[config.mk]
export PLATFORM = sky130hd
export DESIGN_NAME = inst_fetch_flat
export DESIGN_NICKNAME = d
export VERILOG_FILES = /design/src/rtl/inst_fetch_pkg.sv /design/src/rtl/inst_fetch_if.sv /design/src/rtl/inst_fetch_fifo.sv /design/src/rtl/inst_fetch.sv /design/src/flat_wrapper.sv
export SDC_FILE = /design/constraint.sdc
export NUM_CORES = 1
export LEC_CHECK = 0
export CORE_MARGIN = 5
export CORE_UTILIZATION = 53
export CTS_CLUSTER_SIZE = 30
export DETAILED_ROUTE_END_ITERATION = 10
export PLACE_DENSITY = 0.82
export SYNTH_ARGS = -nofsm -noshare
export SYNTH_HDL_FRONTEND = slang
export SYNTH_HIERARCHICAL = 1
export SYNTH_SLANG_ARGS = --single-unit
export TNS_END_PERCENT = 100
[constraint.sdc]
create_clock -name clk -period 8.65 [get_ports clk]
set_clock_uncertainty 0.1 [all_clocks]
set_input_delay 1.73 -clock clk [delete_from_list [all_inputs] [get_ports clk]]
set_output_delay 1.73 -clock clk [all_outputs]
set_load 0.005 [all_outputs]
[src/rtl/inst_fetch_pkg.sv]
// Shared types and constants for the Buceros instruction-fetch stage.
package inst_fetch_pkg;

  localparam logic [31:0] ZERO_WORD   = 32'h0000_0000;
  localparam logic        NRST_ENABLE = 1'b0;
  localparam logic [31:0] NOP_INST    = 32'h0000_0013;

  typedef logic [31:0] addr_t;
  typedef logic [31:0] inst_t;

  typedef struct packed {
    addr_t pc;
    inst_t inst;
  } fetch_entry_t;

  function automatic addr_t align_word(input addr_t a);
    return a & ~32'h3;
  endfunction

  function automatic addr_t next_word(input addr_t a);
    return a + 32'd4;
  endfunction

endpackage

[src/rtl/inst_fetch_if.sv]
// Instruction-memory request/response bus between the fetch stage and memory.
interface inst_fetch_if
  import inst_fetch_pkg::*;
();
  logic  req_valid;
  logic  req_ready;
  addr_t req_addr;
  logic  resp_valid;
  inst_t resp_data;

  modport master (
    output req_valid, req_addr,
    input  req_ready, resp_valid, resp_data
  );

  modport slave (
    input  req_valid, req_addr,
    output req_ready, resp_valid, resp_data
  );
endinterface

[src/rtl/inst_fetch_fifo.sv]
// Synchronous {pc,inst} buffer; head is read combinationally from storage.
module fetch_fifo
  import inst_fetch_pkg::*;
#(
  parameter int DEPTH = 2,
  localparam int AW = $clog2(DEPTH),
  localparam int CW = $clog2(DEPTH + 1)
) (
  input  logic         clk,
  input  logic         nrst,
  input  logic         push,
  input  logic         pop,
  input  logic         flush,
  input  fetch_entry_t wdata,
  output fetch_entry_t rdata,
  output logic [CW-1:0] count,
  output logic         empty,
  output logic         full
);
  fetch_entry_t  r_mem [DEPTH];
  logic [AW-1:0] r_wr_ptr;
  logic [AW-1:0] r_rd_ptr;
  logic [CW-1:0] r_count;
  logic          w_push;
  logic          w_pop;

  // Flush wins over both push and pop.
  assign w_push = push & ~flush & ~full;
  assign w_pop  = pop & ~flush & ~empty;

  always_ff @(posedge clk) begin
    if (w_push) r_mem[r_wr_ptr] <= wdata;
  end

  always_ff @(posedge clk) begin
    if (nrst == NRST_ENABLE || flush) begin
      r_wr_ptr <= '0;
      r_rd_ptr <= '0;
      r_count  <= '0;
    end else begin
      if (w_push) r_wr_ptr <= r_wr_ptr + AW'(1);
      if (w_pop)  r_rd_ptr <= r_rd_ptr + AW'(1);
      r_count <= r_count + CW'(w_push) - CW'(w_pop);
    end
  end

  assign rdata = r_mem[r_rd_ptr];
  assign count = r_count;
  assign empty = (r_count == '0);
  assign full  = (r_count == CW'(DEPTH));
endmodule

[src/rtl/inst_fetch.sv]
// Buceros IF stage: fetch PC, credit-limited imem requests, redirect flush,
// and a small {pc,inst} buffer presented to the ID stage.
module inst_fetch
  import inst_fetch_pkg::*;
#(
  parameter logic [31:0] RESET_PC   = 32'h0000_0000,
  parameter int          FIFO_DEPTH = 2
) (
  input  logic         clk,
  input  logic         nrst,
  inst_fetch_if.master imem,
  input  logic         branch_i,
  input  logic [31:0]  branch_pc_i,
  input  logic         stall_i,
  output logic [31:0]  pc_o,
  output logic [31:0]  inst_o,
  output logic         inst_valid_o
);
  localparam int CW = $clog2(FIFO_DEPTH + 1);

  addr_t         r_fetch_pc;
  addr_t         r_resp_pc;
  addr_t         r_pc_last;
  logic [CW-1:0] r_outstanding;
  logic [CW-1:0] r_drop_cnt;

  logic [CW-1:0] w_fifo_count;
  logic          w_fifo_empty;
  logic          w_fifo_full;
  fetch_entry_t  w_fifo_head;
  fetch_entry_t  w_fifo_wdata;
  logic [CW:0]   w_in_use;
  logic          w_run;
  logic          w_credit_ok;
  logic          w_req_valid;
  logic          w_fire;
  logic          w_resp_ok;
  logic          w_drop;
  logic          w_push;
  logic          w_pop;
  addr_t         w_target;

  assign w_run    = (nrst != NRST_ENABLE);
  assign w_target = align_word(branch_pc_i);

  // Requests in flight plus buffered words never exceed the buffer size,
  // so every response always has a free slot waiting for it.
  assign w_in_use    = {1'b0, r_outstanding} + {1'b0, w_fifo_count};
  assign w_credit_ok = (w_in_use < (CW+1)'(FIFO_DEPTH));
  assign w_req_valid = w_run & ~branch_i & w_credit_ok;
  assign w_fire      = w_req_valid & imem.req_ready;

  assign w_resp_ok = imem.resp_valid & (r_outstanding != '0);
  assign w_drop    = w_resp_ok & (r_drop_cnt != '0);
  assign w_push    = w_resp_ok & ~w_drop & ~branch_i;
  assign w_pop     = ~w_fifo_empty & ~stall_i;

  assign w_fifo_wdata.pc   = r_resp_pc;
  assign w_fifo_wdata.inst = imem.resp_data;

  fetch_fifo #(.DEPTH(FIFO_DEPTH)) u_fifo (
    .clk   (clk),
    .nrst  (nrst),
    .push  (w_push),
    .pop   (w_pop),
    .flush (branch_i),
    .wdata (w_fifo_wdata),
    .rdata (w_fifo_head),
    .count (w_fifo_count),
    .empty (w_fifo_empty),
    .full  (w_fifo_full)
  );

  always_ff @(posedge clk) begin
    if (!w_run) begin
      r_fetch_pc    <= RESET_PC;
      r_resp_pc     <= RESET_PC;
      r_pc_last     <= ZERO_WORD;
      r_outstanding <= '0;
      r_drop_cnt    <= '0;
    end else begin
      if (!w_fifo_empty) r_pc_last <= w_fifo_head.pc;
      if (branch_i) begin
        // Everything still in flight belongs to the old path; a response
        // arriving this very cycle is discarded along with the flush.
        r_fetch_pc    <= w_target;
        r_resp_pc     <= w_target;
        r_outstanding <= r_outstanding - CW'(w_resp_ok);
        r_drop_cnt    <= r_outstanding - CW'(w_resp_ok);
      end else begin
        if (w_fire) r_fetch_pc <= next_word(r_fetch_pc);
        if (w_push) r_resp_pc  <= next_word(r_resp_pc);
        r_outstanding <= r_outstanding + CW'(w_fire) - CW'(w_resp_ok);
        if (w_drop) r_drop_cnt <= r_drop_cnt - CW'(1);
      end
    end
  end

`ifndef SYNTHESIS
  always_ff @(posedge clk) begin
    if (w_run) begin
      assert (!(imem.resp_valid && r_outstanding == '0))
        else $error("inst_fetch: response with no outstanding request");
      assert (!(w_push && w_fifo_full))
        else $error("inst_fetch: push into full fetch buffer");
    end
  end
`endif

  assign imem.req_valid = w_req_valid;
  assign imem.req_addr  = r_fetch_pc;

  assign inst_valid_o = ~w_fifo_empty;
  assign pc_o         = w_fifo_empty ? r_pc_last : w_fifo_head.pc;
  assign inst_o       = w_fifo_empty ? NOP_INST  : w_fifo_head.inst;
endmodule

[src/flat_wrapper.sv]
// flat-port wrapper written by rule: the top's interface ports become plain ports
module inst_fetch_flat import inst_fetch_pkg::*;
#(
  parameter logic [31:0] RESET_PC   = 32'h0000_0000,
  parameter int          FIFO_DEPTH = 2
)
  (clk, nrst, branch_i, branch_pc_i, stall_i, pc_o, inst_o, inst_valid_o, imem_req_valid, imem_req_addr, imem_req_ready, imem_resp_valid, imem_resp_data);
  inst_fetch_if imem_i ();
  input  logic clk;
  input  logic nrst;
  input  logic branch_i;
  input  logic [31:0] branch_pc_i;
  input  logic stall_i;
  output logic [31:0] pc_o;
  output logic [31:0] inst_o;
  output logic inst_valid_o;
  output wire logic [$bits(imem_i.req_valid)-1:0] imem_req_valid;
  output wire logic [$bits(imem_i.req_addr)-1:0] imem_req_addr;
  input wire logic [$bits(imem_i.req_ready)-1:0] imem_req_ready;
  input wire logic [$bits(imem_i.resp_valid)-1:0] imem_resp_valid;
  input wire logic [$bits(imem_i.resp_data)-1:0] imem_resp_data;
  assign imem_req_valid = imem_i.req_valid;
  assign imem_req_addr = imem_i.req_addr;
  assign imem_i.req_ready = imem_req_ready;
  assign imem_i.resp_valid = imem_resp_valid;
  assign imem_i.resp_data = imem_resp_data;
  inst_fetch #(.RESET_PC(RESET_PC), .FIFO_DEPTH(FIFO_DEPTH)) u_core (.clk(clk), .nrst(nrst), .imem(imem_i), .branch_i(branch_i), .branch_pc_i(branch_pc_i), .stall_i(stall_i), .pc_o(pc_o), .inst_o(inst_o), .inst_valid_o(inst_valid_o));
endmodule
=== Word level (Yosys, flattened, before mapping) ===
Memory sizes are Yosys's and may differ from the RTL's. A register that Yosys moved wholly into a read port is not among the register bits.
Cells that the tools add are included.

* Register bits after elaboration: 104
* RAM bits: 128
* Input port bits: 70
* Word-level logic and storage cells: 63
* Memories kept: 1

{| class="wikitable"
|+ Memories
! name !! depth !! width !! rd ports !! clocked after memory_dff !! wr ports !! line !! source
|-
| u_core.u_fifo.r_mem || 2 || 64 || 1 || 1 || 1 || inst_fetch_fifo.sv:20 || <nowiki>fetch_entry_t r_mem [DEPTH];</nowiki>
|}

* Add/sub/neg operators: 11
* Order comparisons: 1
* Eq/ne operators: 1
* Muxes and demuxes: 13
* Bitwise operators: 18
* Reduce and logical (&&, ||, !) cells: 8

{| class="wikitable"
|+ Operators with widths
! kind !! number
|-
| 32-bit two-way mux || 6
|-
| 32-bit by 3-bit adder with 32-bit output, second input constant || 2
|-
| 1-bit bitwise AND || 12
|-
| 2-bit nonzero test || 5
|-
| 2-bit two-way mux || 3
|-
| 1-bit inverter || 6
|-
| 2-bit by 1-bit subtractor with 2-bit output || 3
|-
| 2-bit by 1-bit adder with 2-bit output || 2
|-
| 1-bit two-way mux || 4
|-
| 2-bit by 2-bit adder with 3-bit output || 1
|-
| 3-bit by 2-bit < comparator with 1-bit output, second input constant || 1
|-
| 1-bit adder, second input constant || 2
|-
| 2-bit equality test, second input constant || 1
|-
| 2-bit logical NOT || 1
|-
| 2-bit OR reduction || 1
|-
| 2-bit by 1-bit subtractor with 2-bit output, second input constant || 1
|-
| 1-bit logical OR || 1
|}

=== Logic depth before layout (Yosys ltp) ===
* Depth in word-level cells: 10
* Mapped depth: 13
* Gate-level depth less buffers: 11

=== By module ===
Netlist, hierarchy kept.

{| class="wikitable"
|+ Modules (own cells, without submodules)
! module !! times used !! cells each !! area each (um2) !! sequential area each (um2)
|-
| inst_fetch || 1 || 599 || 5,132.4 || 1,921.8
|-
| fetch_fifo || 1 || 230 || 4,898.4 || 3,943.8
|}

=== Worst setup path before layout ===
OpenSTA, ideal clock, no wires.

* Path kind: input-to-reg
* Start point: input branch_i
* End point: memory u_core/u_fifo/r_mem[1][0] in the netlist's numbering (enable)
* Library setup time: 0.579 ns
* Arrival: 7.039 ns
* Required time: 7.971 ns
* Slack: 0.932 ns
* Stages on the path: 5
* Path buffers: 2
* Cells stage by stage: clkbuf_1 buf_1 nor2_1 nand2b_1 nor3b_1

* Cells in the longest elaborated chain, start to end: 6

{| class="wikitable"
|+ Ends and longest elaborated chain
! what !! line !! source
|-
| start, declared || flat_wrapper.sv:11 || <nowiki>input logic branch_i;</nowiki>
|-
| 1-bit inverter || inst_fetch.sv:55 || <nowiki>assign w_push = w_resp_ok & ~w_drop & ~branch_i;</nowiki>
|-
| 1-bit bitwise AND || inst_fetch.sv:55 ||
|-
| net u_core.w_push || inst_fetch.sv:39 || <nowiki>logic w_push;</nowiki>
|-
| 1-bit bitwise AND (2 in series) || inst_fetch_fifo.sv:28 || <nowiki>assign w_push = push & ~flush & ~full;</nowiki>
|-
| 1-bit two-way mux || inst_fetch_fifo.sv:32 || <nowiki>if (w_push) r_mem[r_wr_ptr] <= wdata;</nowiki>
|-
| 1-bit two-way mux (not written as such) || inst_fetch_fifo.sv:32 ||
|-
| end, declared || inst_fetch_fifo.sv:20 ||
|}

The timed path passes the listed nets, and every way through them passes these cells.

=== Final worst setup path ===
* Start point: input branch_i
* End point: output imem_req_valid

* Cells in the longest elaborated chain, start to end: 3

{| class="wikitable"
|+ Ends and longest elaborated chain
! what !! line !! source
|-
| 1-bit inverter || inst_fetch.sv:50 || <nowiki>assign w_req_valid = w_run & ~branch_i & w_credit_ok;</nowiki>
|-
| 1-bit bitwise AND (2 in series) || inst_fetch.sv:50 ||
|-
| end, declared || flat_wrapper.sv:17 || <nowiki>output wire logic [$bits(imem_i.req_valid)-1:0] imem_req_valid;</nowiki>
|}

No other way between the ends.

==> results.cfg <==
[pwr]
power_density_nw_per_um2 = 191
p_leak_nw = 4.41
ir_worst_vdd_uv = 117
power_mw = 2.39

[clock_network]
cts_tree = built
cts_sinks = 229
cts_resized = 0
cts_buffers = 23
clockBufferDepth = 3
cts_root_buf = clkbuf_16
post_cts_buffers = 0
clk_pin_slew_worst_paths_ns = 0.06
cts_hold_buffers = 0
clock_latency_ns = 0.49
htree_num_levels = 1

[route]
avgRoutedWirePerCell_um = 18.0
avgViaCountPerCell = 5.61
first_pass_iters = 5
drtIter0Drc = 443
routed_wl_um = 22200
drtAntennaViolNets = 0
via_count = 6927
drc = 0

[global_route]
gr-total-overflow = 0
grt_pass1_wl_um = 35500
grt_max_degree = 96
grt_pass1_vias = 6899
track_usage = 0.198
antenna_found_initial = 0

[die]
core_um2 = 18600
start_util = 0.538
io_pins = 168
die_h_um = 148
die_x_um = 148
fp-row-count = 50
die-area_um2 = 21800

[timing]
hold_viol_final = 0
setup_viol = 0
rsz0062_at_grt = no
fin_crit_sh = 0.593
worst_pin_slew_ns = 0.908
holdWs_ns = 0.398
layout_setup_ws_ns = 3.52
clock.fmax_mhz = 195
slew_headroom = 0.395
finalSetupTns_ns = 0
slew_viol_final = 0
fin_crit_ns = 5.13

[logic_synthesis]
synth_adder_area_share = 0.0120
synth_cell_type_count = 60
synth-seq-cells = 229
ys_warn_count = 6
ys_async_sr_fraction = 0
synth.area.mux_share = 0.113
synth_edf_count = 128
synth_flop_cell = edfxtp_1
synth.avg_cell_area_um2 = 12.1
synth_compound_area_frac = 0.0733
synth-simple-area-share = 0.148
synth_xor_area_frac = 0.0402
ys_seq_area_frac = 0.585
syn-instance-count = 829
synth_area_um2 = 10000
synth_top_family_by_area = simple AND/OR/NAND/NOR gates

[finish]
finalNetCount = 1064
antennaDiodeCount = 0
syn2layout_area_growth_pct = 24.9
drive_above_1_share = 0.159
fillers = 1366

[worst_setup_path]
crit_type = in -> out
cp.arrival_ns = 3.30
crit_fanout = 56
timing.critical_path.required_ns = 6.82
endpoint_kind = output pin
start_kind = primary input

[place]
place_congestion = 0.865
numPortBuffers = 163
preCtsSetupSlack_ns = 3.58
dp_hpwl_um = 14900

[flow_run]
cap_violations = 0

[run_status]
status = completed

[worst_hold_path]
min_path_type = reg -> reg
## cells by family (layout without fill, tap and decap cells)
kind of cell / after synthesis / in the layout
other: 1 / 6
XOR/XNOR: 46 / 46
adder cells (fa/ha/maj): 9 / 9
AO/OA/AOI/OAI: 117 / 117
AND/OR/NAND/NOR: 266 / 266
flip-flops: 229 / 229
multiplexers: 101 / 101
buffers and inverters: 60 / 227
## stage by stage
stage / util / std cells / instance area (um2)
after floorplan: - / 834 / 10000
after global placement: 0.634 / 1194 / 11800
after detailed placement: 0.634 / 1194 / 11800
after CTS: 0.672 / 1235 / 12500
after global routing: 0.672 / 1235 / 12500
final: 0.672 / 1235 / 12500
## synthesized netlist by cell type (4+ instances only)
library cell,instances,share of area
a31oi_1,4,0.0025
a21oi_1,27,0.013
buf_6,7,0.0079
mux2_2,98,0.11
ha_1,8,0.010
nor2b_1,32,0.020
o211a_1,5,0.0050
a21boi_0,7,0.0052
nand2_1,58,0.022
nand3_1,30,0.015
nand2b_1,4,0.0025
and4_1,7,0.0061
edfxtp_1,128,0.38
xor2_1,31,0.027
nor4_1,6,0.0037
dfxtp_1,101,0.20
o2bb2ai_1,4,0.0035
clkbuf_1,32,0.012
and3_1,11,0.0069
o21ai_0,44,0.022
o21a_1,9,0.0067
nor3_1,8,0.0040
and2_1,44,0.027
nand4_1,23,0.014
xnor2_1,15,0.013
nor2_1,21,0.0079
inv_1,13,0.0049
## flip-flops by register name (all words and copies together) (netlist names), named ones only
signal and count:
u_core/u_fifo/r_mem 128, u_core/r_pc_last 32, u_core/imem.req_addr 30, u_core/r_resp_pc 30, u_core/r_drop_cnt 2, u_core/r_outstanding 2, u_core/u_fifo/count 2, u_core/u_fifo/r_rd_ptr 1
u_core/u_fifo/r_wr_ptr 1
## path summary, 6_finish.rpt
check | start | slack [ns] | end | depth (start not counted)
max | branch_i | 3.52 | imem_req_valid | 5
min | u_core/r_resp_pc[21]$_SDFFE_PN0P_ | 0.40 | u_core/u_fifo/r_mem[1][53]$_DFFE_PP_ | 0
max reg2reg | u_core/u_fifo/count[0]$_SDFF_PP0_ | 4.99 | u_core/r_outstanding[1]$_SDFF_PN0_ | 12
min reg2reg | u_core/r_resp_pc[21]$_SDFFE_PN0P_ | 0.40 | u_core/u_fifo/r_mem[1][53]$_DFFE_PP_ | 0
## worst max-delay path: stages
cell	delay, ns
buf_2	0.10
buf_4	0.29
nand2b_1	0.35
nor3_1	0.27
clkdlybuf4s50_1	0.56
## layout by cell type (no fill, tap or decap), drive strengths merged, types with 21 or more instances in the layout
cell type	n
clkdlybuf4s50	161
edfxtp	128
dfxtp	101
mux2	98
nand2	59
and2	44
o21ai	44
nor2b	33
clkbuf	33
xor2	31
nand3	31
a21oi	27
nand4	23
nor2	21
## routing by layer
layer,track usage,vias up,routed length [um]
met5,0,-,0
met4,0.0568,0,435
met3,0.0475,36,1870
met2,0.311,277,9720
met1,0.277,3306,10200
li1,-,3308,-
## power by group
group | switching, mW | total, mW | internal (mW)
clock | 0.393 | 0.941 | 0.548
combinational | 0.105 | 0.219 | 0.114
sequential | 0.0377 | 1.23 | 1.19
## layout make-up
class / count / area (um2) / area share
flip-flops and latches: 229 / 5870 / 0.468
multi-input cells: 545 / 3910 / 0.312
clock inverters: 8 / 73.8 / 0.00589
clock buffers: 33 / 643 / 0.0513
repair buffers: 172 / 1690 / 0.135
well taps: 234 / 293 / 0.0234
inverters: 14 / 52.6 / 0.00419
Power figures use the tool's default switching activity.
